--- config.mk ---
export PLATFORM = sky130hd
export DESIGN_NAME = rng_uni_core
export DESIGN_NICKNAME = d
export VERILOG_FILES = /design/src/rtl/rng_uni_pkg.sv /design/src/rtl/rng_uni_lane.sv /design/src/rtl/rng_uni_core.sv
export SDC_FILE = /design/constraint.sdc
export NUM_CORES = 2
export LEC_CHECK = 0
export ABC_AREA = 0
export CELL_PAD_IN_SITES_DETAIL_PLACEMENT = 1
export CELL_PAD_IN_SITES_GLOBAL_PLACEMENT = 1
export CORE_MARGIN = 1
export CORE_UTILIZATION = 58
export DETAILED_ROUTE_END_ITERATION = 8
export MAX_ROUTING_LAYER = met4
export PLACE_DENSITY = 0.85
export SLEW_MARGIN = 20
export SYNTH_ARGS = -nofsm -noshare
export SYNTH_HDL_FRONTEND = slang
export SYNTH_SLANG_ARGS = --single-unit
--- constraint.sdc ---
create_clock -name clk -period 84.7 [get_ports clk]
set_input_delay 16.94 -clock clk [delete_from_list [all_inputs] [get_ports clk]]
set_output_delay 16.94 -clock clk [all_outputs]
set_load 0.005 [all_outputs]
--- src/rtl/rng_uni_pkg.sv ---
// rng_uni_pkg: shared lane geometry, feedback tap table, default seed and feedback helper
package rng_uni_pkg;
  localparam int RNG_UNI_LANES = 32;
  localparam int RNG_UNI_LANE_W = 32;
  localparam int RNG_UNI_STATE_W = RNG_UNI_LANES * RNG_UNI_LANE_W;
  localparam int RNG_UNI_TAP_OFF [4] = '{1, 5, 11, 23};
  localparam int RNG_UNI_TAP_BIT [4] = '{0, 7, 17, 29};
  localparam logic [RNG_UNI_STATE_W-1:0] RNG_UNI_DEFAULT_SEED = {RNG_UNI_LANES{32'h6A09E667}};
  typedef logic [RNG_UNI_LANE_W-1:0] lane_t;
  function automatic logic rng_uni_fb(input logic [RNG_UNI_STATE_W-1:0] s, input int lane);
    logic f;
    f = 1'b0;
    for (int k = 0; k < 4; k++)
      f ^= s[RNG_UNI_LANE_W * ((lane + RNG_UNI_TAP_OFF[k]) % RNG_UNI_LANES) + RNG_UNI_TAP_BIT[k]];
    return f;
  endfunction
endpackage

--- src/rtl/rng_uni_lane.sv ---
// rng_uni_lane: 32-bit right-shift lane whose top bit comes from the scan chain or the XOR feedback
module rng_uni_lane
  import rng_uni_pkg::*;
#(
  parameter lane_t INIT = '0
) (
  input  logic  clk,
  input  logic  rst,
  input  logic  ce,
  input  logic  mode,
  input  logic  ser_in,
  input  logic  fb_in,
  output lane_t q
);
  // shift right each enabled edge; the top bit is the only thing the mode selects
  always_ff @(posedge clk or posedge rst)
    if (rst) q <= INIT;
    else if (ce) q <= {mode ? ser_in : fb_in, q[RNG_UNI_LANE_W-1:1]};
endmodule

--- src/rtl/rng_uni_core.sv ---
// rng_uni_core: 1024-bit 32-lane shift-register uniform RNG with serial seeding (s_out driven when RNG_UNI_SOUT_EN is defined)
module rng_uni_core
  import rng_uni_pkg::*;
#(
  parameter logic [RNG_UNI_STATE_W-1:0] SEED = RNG_UNI_DEFAULT_SEED
) (
  input  logic        clk,
  input  logic        rst,
  input  logic        ce,
  input  logic        mode,
  input  logic        s_in,
  output logic        s_out,
  output logic [31:0] rng
);
  logic [RNG_UNI_STATE_W-1:0] state;
  for (genvar i = 0; i < RNG_UNI_LANES; i++) begin : g_lane
    rng_uni_lane #(.INIT(SEED[RNG_UNI_LANE_W*i +: RNG_UNI_LANE_W])) u_lane (
      .clk   (clk),
      .rst   (rst),
      .ce    (ce),
      .mode  (mode),
      .ser_in(i == RNG_UNI_LANES - 1 ? s_in : state[(RNG_UNI_LANE_W*i + RNG_UNI_LANE_W) % RNG_UNI_STATE_W]),
      .fb_in (rng_uni_fb(state, i)),
      .q     (state[RNG_UNI_LANE_W*i +: RNG_UNI_LANE_W])
    );
    assign rng[i] = state[RNG_UNI_LANE_W*i];
  end
`ifdef RNG_UNI_SOUT_EN
  assign s_out = state[0];
`else
  assign s_out = 1'b0;
`endif
endmodule

## After elaboration in Yosys (flattened, before gate mapping)

Cells that the tools add are included.

- Output and inout bits: 33
- Register bits: 1,024

- Multiplexer cells: 32
- Bitwise logic cells: 96

Operator list:

| cell | count |
|---|---|
| XOR 1 bit | 96 |
| two-way mux 1 bit | 32 |

## Depth between registers and ports, before layout

- Word-level depth: 4
- Gate-level depth with buffers: 5

## Modules after synthesis

From an unflattened synthesis, not the netlist that was laid out.

- Cells, all modules: 2,370
- Area, all modules: 44,654.1 sq um

Modules (own cells, without submodules):

| module | cells each | sequential area each (sq um) | area an instance (sq um) | instances |
|---|---|---|---|---|
| rng_uni_lane | 71 | 820.8 | 1,368.8 | 32 |
| rng_uni_core | 98 | 0.0 | 852.1 | 1 |

## Least setup slack after synthesis

No wires, ideal clock.

- Kind: in2reg
- Start point: input ce
- End point: register g_lane[15].u_lane.q[11]
- Path slack: 66,808 ps
- Cell stages on the path: 4
- Setup time: 125 ps
- Arrival time: 17,767 ps
- Cell sequence: buf_4 buf_2 buf_2 mux2_2

RTL lines:

| what | line | source |
|---|---|---|
| from (decl) | rng_uni_core.sv:9 | `input logic ce,` |
| to (signal assigned) | rng_uni_lane.sv:18 | `else if (ce) q <= {mode ? ser_in : fb_in, q[RNG_UNI_LANE_W-1:1]};` |
| to (decl) | rng_uni_lane.sv:13 | `output lane_t q` |

No word-level cell between the ends.

## Worst setup path after layout

- Start point: input ce
- End point: register g_lane[25].u_lane.q[26]

RTL lines:

| what | line |
|---|---|
| to (signal assigned) | rng_uni_lane.sv:18 |
| to (decl) | rng_uni_lane.sv:13 |

No word-level cell between the ends.

==> impl_metrics.yaml <==
timing:
  worst_pin_slew_ps: 1130
  finalHoldViolCount: 0
  whs_ps: 499
  max_slew_margin_pct: 24.7
  tns_ps: 0
  max_freq_mhz: 44.7
  min_period_over_period_pct: 26.4
  grt_setup_unrepaired: "no"
  clock_skew_ps: 20.9
  finalCriticalPeriod_ps: 22380
  maxSlewViolCount: 0
  setup_ws_ps: 62320
  finalSetupViolCount: 0
global_routing:
  antenna_found_initial: 6
  grt_usage_pct: 26.2
  grt_pass1_wl_um: 135000
  grt_pass1_vias: 22000
  gr-total-overflow: 0
  grt_max_degree: 202
pwr:
  switchingPower_uw: 493
  leakagePower_nw: 18.9
  power_frac_comb_pct: 19.2
  ir_drop_mv: 0.0270
  pwr-share-clk_pct: 27.0
  sw_frac_of_total_pct: 27.7
  p_int_mw: 1.29
  seq_power_share_pct: 53.8
  power_density_mw_per_mm2: 40.3
synthesis:
  synth_edf_count: 0
  synthMostInstantiatedCell: "mux2_2"
  ys.flop_type: "dfstp_2"
  synth_top_cell_area_share_pct: 33.7
  netlist_area_sq_mm: 0.0399
  synth_area_leaders: "dfstp_2 34%, dfrtp_1 32%, mux2_2 28%, buf_4 2.0%, xnor3_1 1.8%"
  netlist_instances: 2337
  yosys-top-cells-count: "992 x mux2_2, 512 x dfrtp_1, 512 x dfstp_2"
  synth_top_cell_by_area: "dfstp_2"
  synthesis.nets: 2342
  ys_types: 17
  yosysSeqAreaShare_pct: 65.9
  yosysWarnings: 0
  ys_ff_latch: 1024
  async_flop_share_pct: 100
  syn_avg_cell_area_sq_um: 17.1
clocking:
  clkTransAtPathRegs_ps: 60
  cts_max_path_buffers: 3
  cts.htree.levels: 3
  cts_tree: "yes"
  cts_hold_buffers: 0
  cts.sinks: 1024
  root_buffer: "clkbuf_16"
  post_cts_buffers: 0
  cts_buffers: 103
  cts_resized: 0
  worstSkewPairLatency_ps: 660
die:
  std_cell_rows: 95
  start_util_pct: 59.0
  num_io_pins: 38
  die_w_um: 264
  core_sq_mm: 0.0676
  die_area_sq_mm: 0.0698
  die_y_um: 264
cells_and_area:
  largest_register_ffs: 1024
  drive_gt1_share_pct: 70.0
  regMostFlops: "g_lane.u_lane.q"
  syn_to_final_growth_pct: 10.8
  final_net_count: 2350
  largestRegisters: "g_lane.u_lane.q: 1024 flops"
drt:
  vias: 18900
  drt_iter0_drc: 1140
  wl_per_cell_um: 25.8
  dr.pass1.iters: 4
  drcViolationCount: 0
  postRouteAntennaNets: 0
  vias_per_cell: 5.71
  drt-total-wl_um: 85500
place:
  dpl_worst_slack_ps: 61920
  gp_congestion: 0.728
  io_buffers: 36
  dp_hpwl_um: 46000
setup_path:
  critPathMaxFanout: 201
  path_class: "in2reg"
  cp_slowest_stage_delay_ps: 1000
  cp.required_ps: 85220
  critPathLaunchType: "primary input"
  r2r_setup_slack_ps: 82970
  cp-end-kind: "register"
  crit_top_cell: "buf_4"
  cpMaxStageDelayCell: "buf_4"
  critPathArrivalTime_ps: 22890
  crit_path_cell_trace: "buf_8 -> buf_12 -> buf_4 -> buf_4 -> buf_4 -> buf_4 -> mux2_2"
flow_run:
  cap_viol_max_count: 0
status:
  outcome: "finished clean"
min_path:
  hp-class: "reg2reg"
==> cell families (layout without fill, tap and decap cells) <==
kind of cell	Yosys count	count (layout)	share of synthesized area [%]
flip-flops	1024	1024	65.9
XOR/XNOR	34	34	1.82
other	1	3	0.00940
AO/OA/AOI/OAI	63	63	0.897
multiplexers	992	992	28.0
AND/OR/NAND/NOR	64	64	0.800
buffers and inverters	159	255	2.61
==> worst paths after layout <==
path	start	endpoint	cells past startpoint
min in group asynchronous	rst	g_lane[18].u_lane.q[8]$_DFFE_PP0P_	2
max in group asynchronous	rst	g_lane[28].u_lane.q[4]$_DFFE_PP0P_	5
min reg2reg	g_lane[29].u_lane.q[8]$_DFFE_PP0P_	g_lane[29].u_lane.q[7]$_DFFE_PP0P_	1
min	g_lane[29].u_lane.q[8]$_DFFE_PP0P_	g_lane[29].u_lane.q[7]$_DFFE_PP0P_	1
max reg2reg	g_lane[8].u_lane.q[29]$_DFFE_PP1P_	g_lane[17].u_lane.q[31]$_DFFE_PP0P_	3
max	ce	g_lane[25].u_lane.q[26]$_DFFE_PP0P_	7
==> layer usage <==
metal | vias to the layer above | GRT usage (%) | share of wire [%]
met4 | 0 | 9.22 | 3.1
met5 | - | - | 0
li1 | 8286 | - | -
met3 | 148 | 3.67 | 2.9
met1 | 10200 | 32.9 | 41
met2 | 279 | 43.8 | 52
==> stage by stage <==
stage               cell area [sq um]  power [mW]  util [%]  std cells
floorplan                       39900        1.15         -       2337
CTS                             44100        1.80      65.2       3303
finish                          44200        1.78      65.3       3308
detailed placement              40500        1.27      59.9       3110
global route                    44200        1.86      65.3       3307
global placement                40500        1.22      59.9       3110
==> power groups by stage <==
stage | clock, mW | sequential, mW | combinational, mW
global route | 0.507 | 0.984 | 0.371
global placement | 0 | 0.922 | 0.296
finish | 0.481 | 0.959 | 0.343
detailed placement | 0 | 0.947 | 0.326
floorplan | 0 | 0.869 | 0.278
CTS | 0.491 | 0.959 | 0.348
==> critical path, delay by kind of cell <==
family	cells	cell delay, ps
mux	1	430
buf+inv	6	5060
==> cell usage in the layout, fill, tap and decap left out <==
master / n
mux2_2: 992
dfstp_2: 512
dfrtp_1: 512
clkbuf_16: 103
clkdlybuf4s50_1: 34
clkbuf_8: 32
xnor3_1: 31
o21ai_0: 31
or3_1: 31
nor2_1: 31
a31oi_1: 31
clkbuf_1: 22
clkinv_2: 17
buf_4: 17
bufinv_16: 11
inv_6: 6
xnor2_1: 3
buf_16: 3
buf_12: 3
diode_2: 2
inv_8: 1
inv_1: 1
nand3_1: 1
nand2_1: 1
o311ai_0: 1
conb_1: 1
clkinvlp_4: 1
clkinv_4: 1
buf_8: 1
buf_2: 1
buf_6: 1
==> area by class of cell <==
type,count,area (sq um)
repair buffers,60,642
well taps,873,1090
inverters,2,15.0
multi-input cells,1154,12600
clock buffers,157,3100
flip-flops and latches,1024,26300
diodes,2,5.00
clock inverters,36,484
fillers,5625,23500
Power figures use the tool's default switching activity.
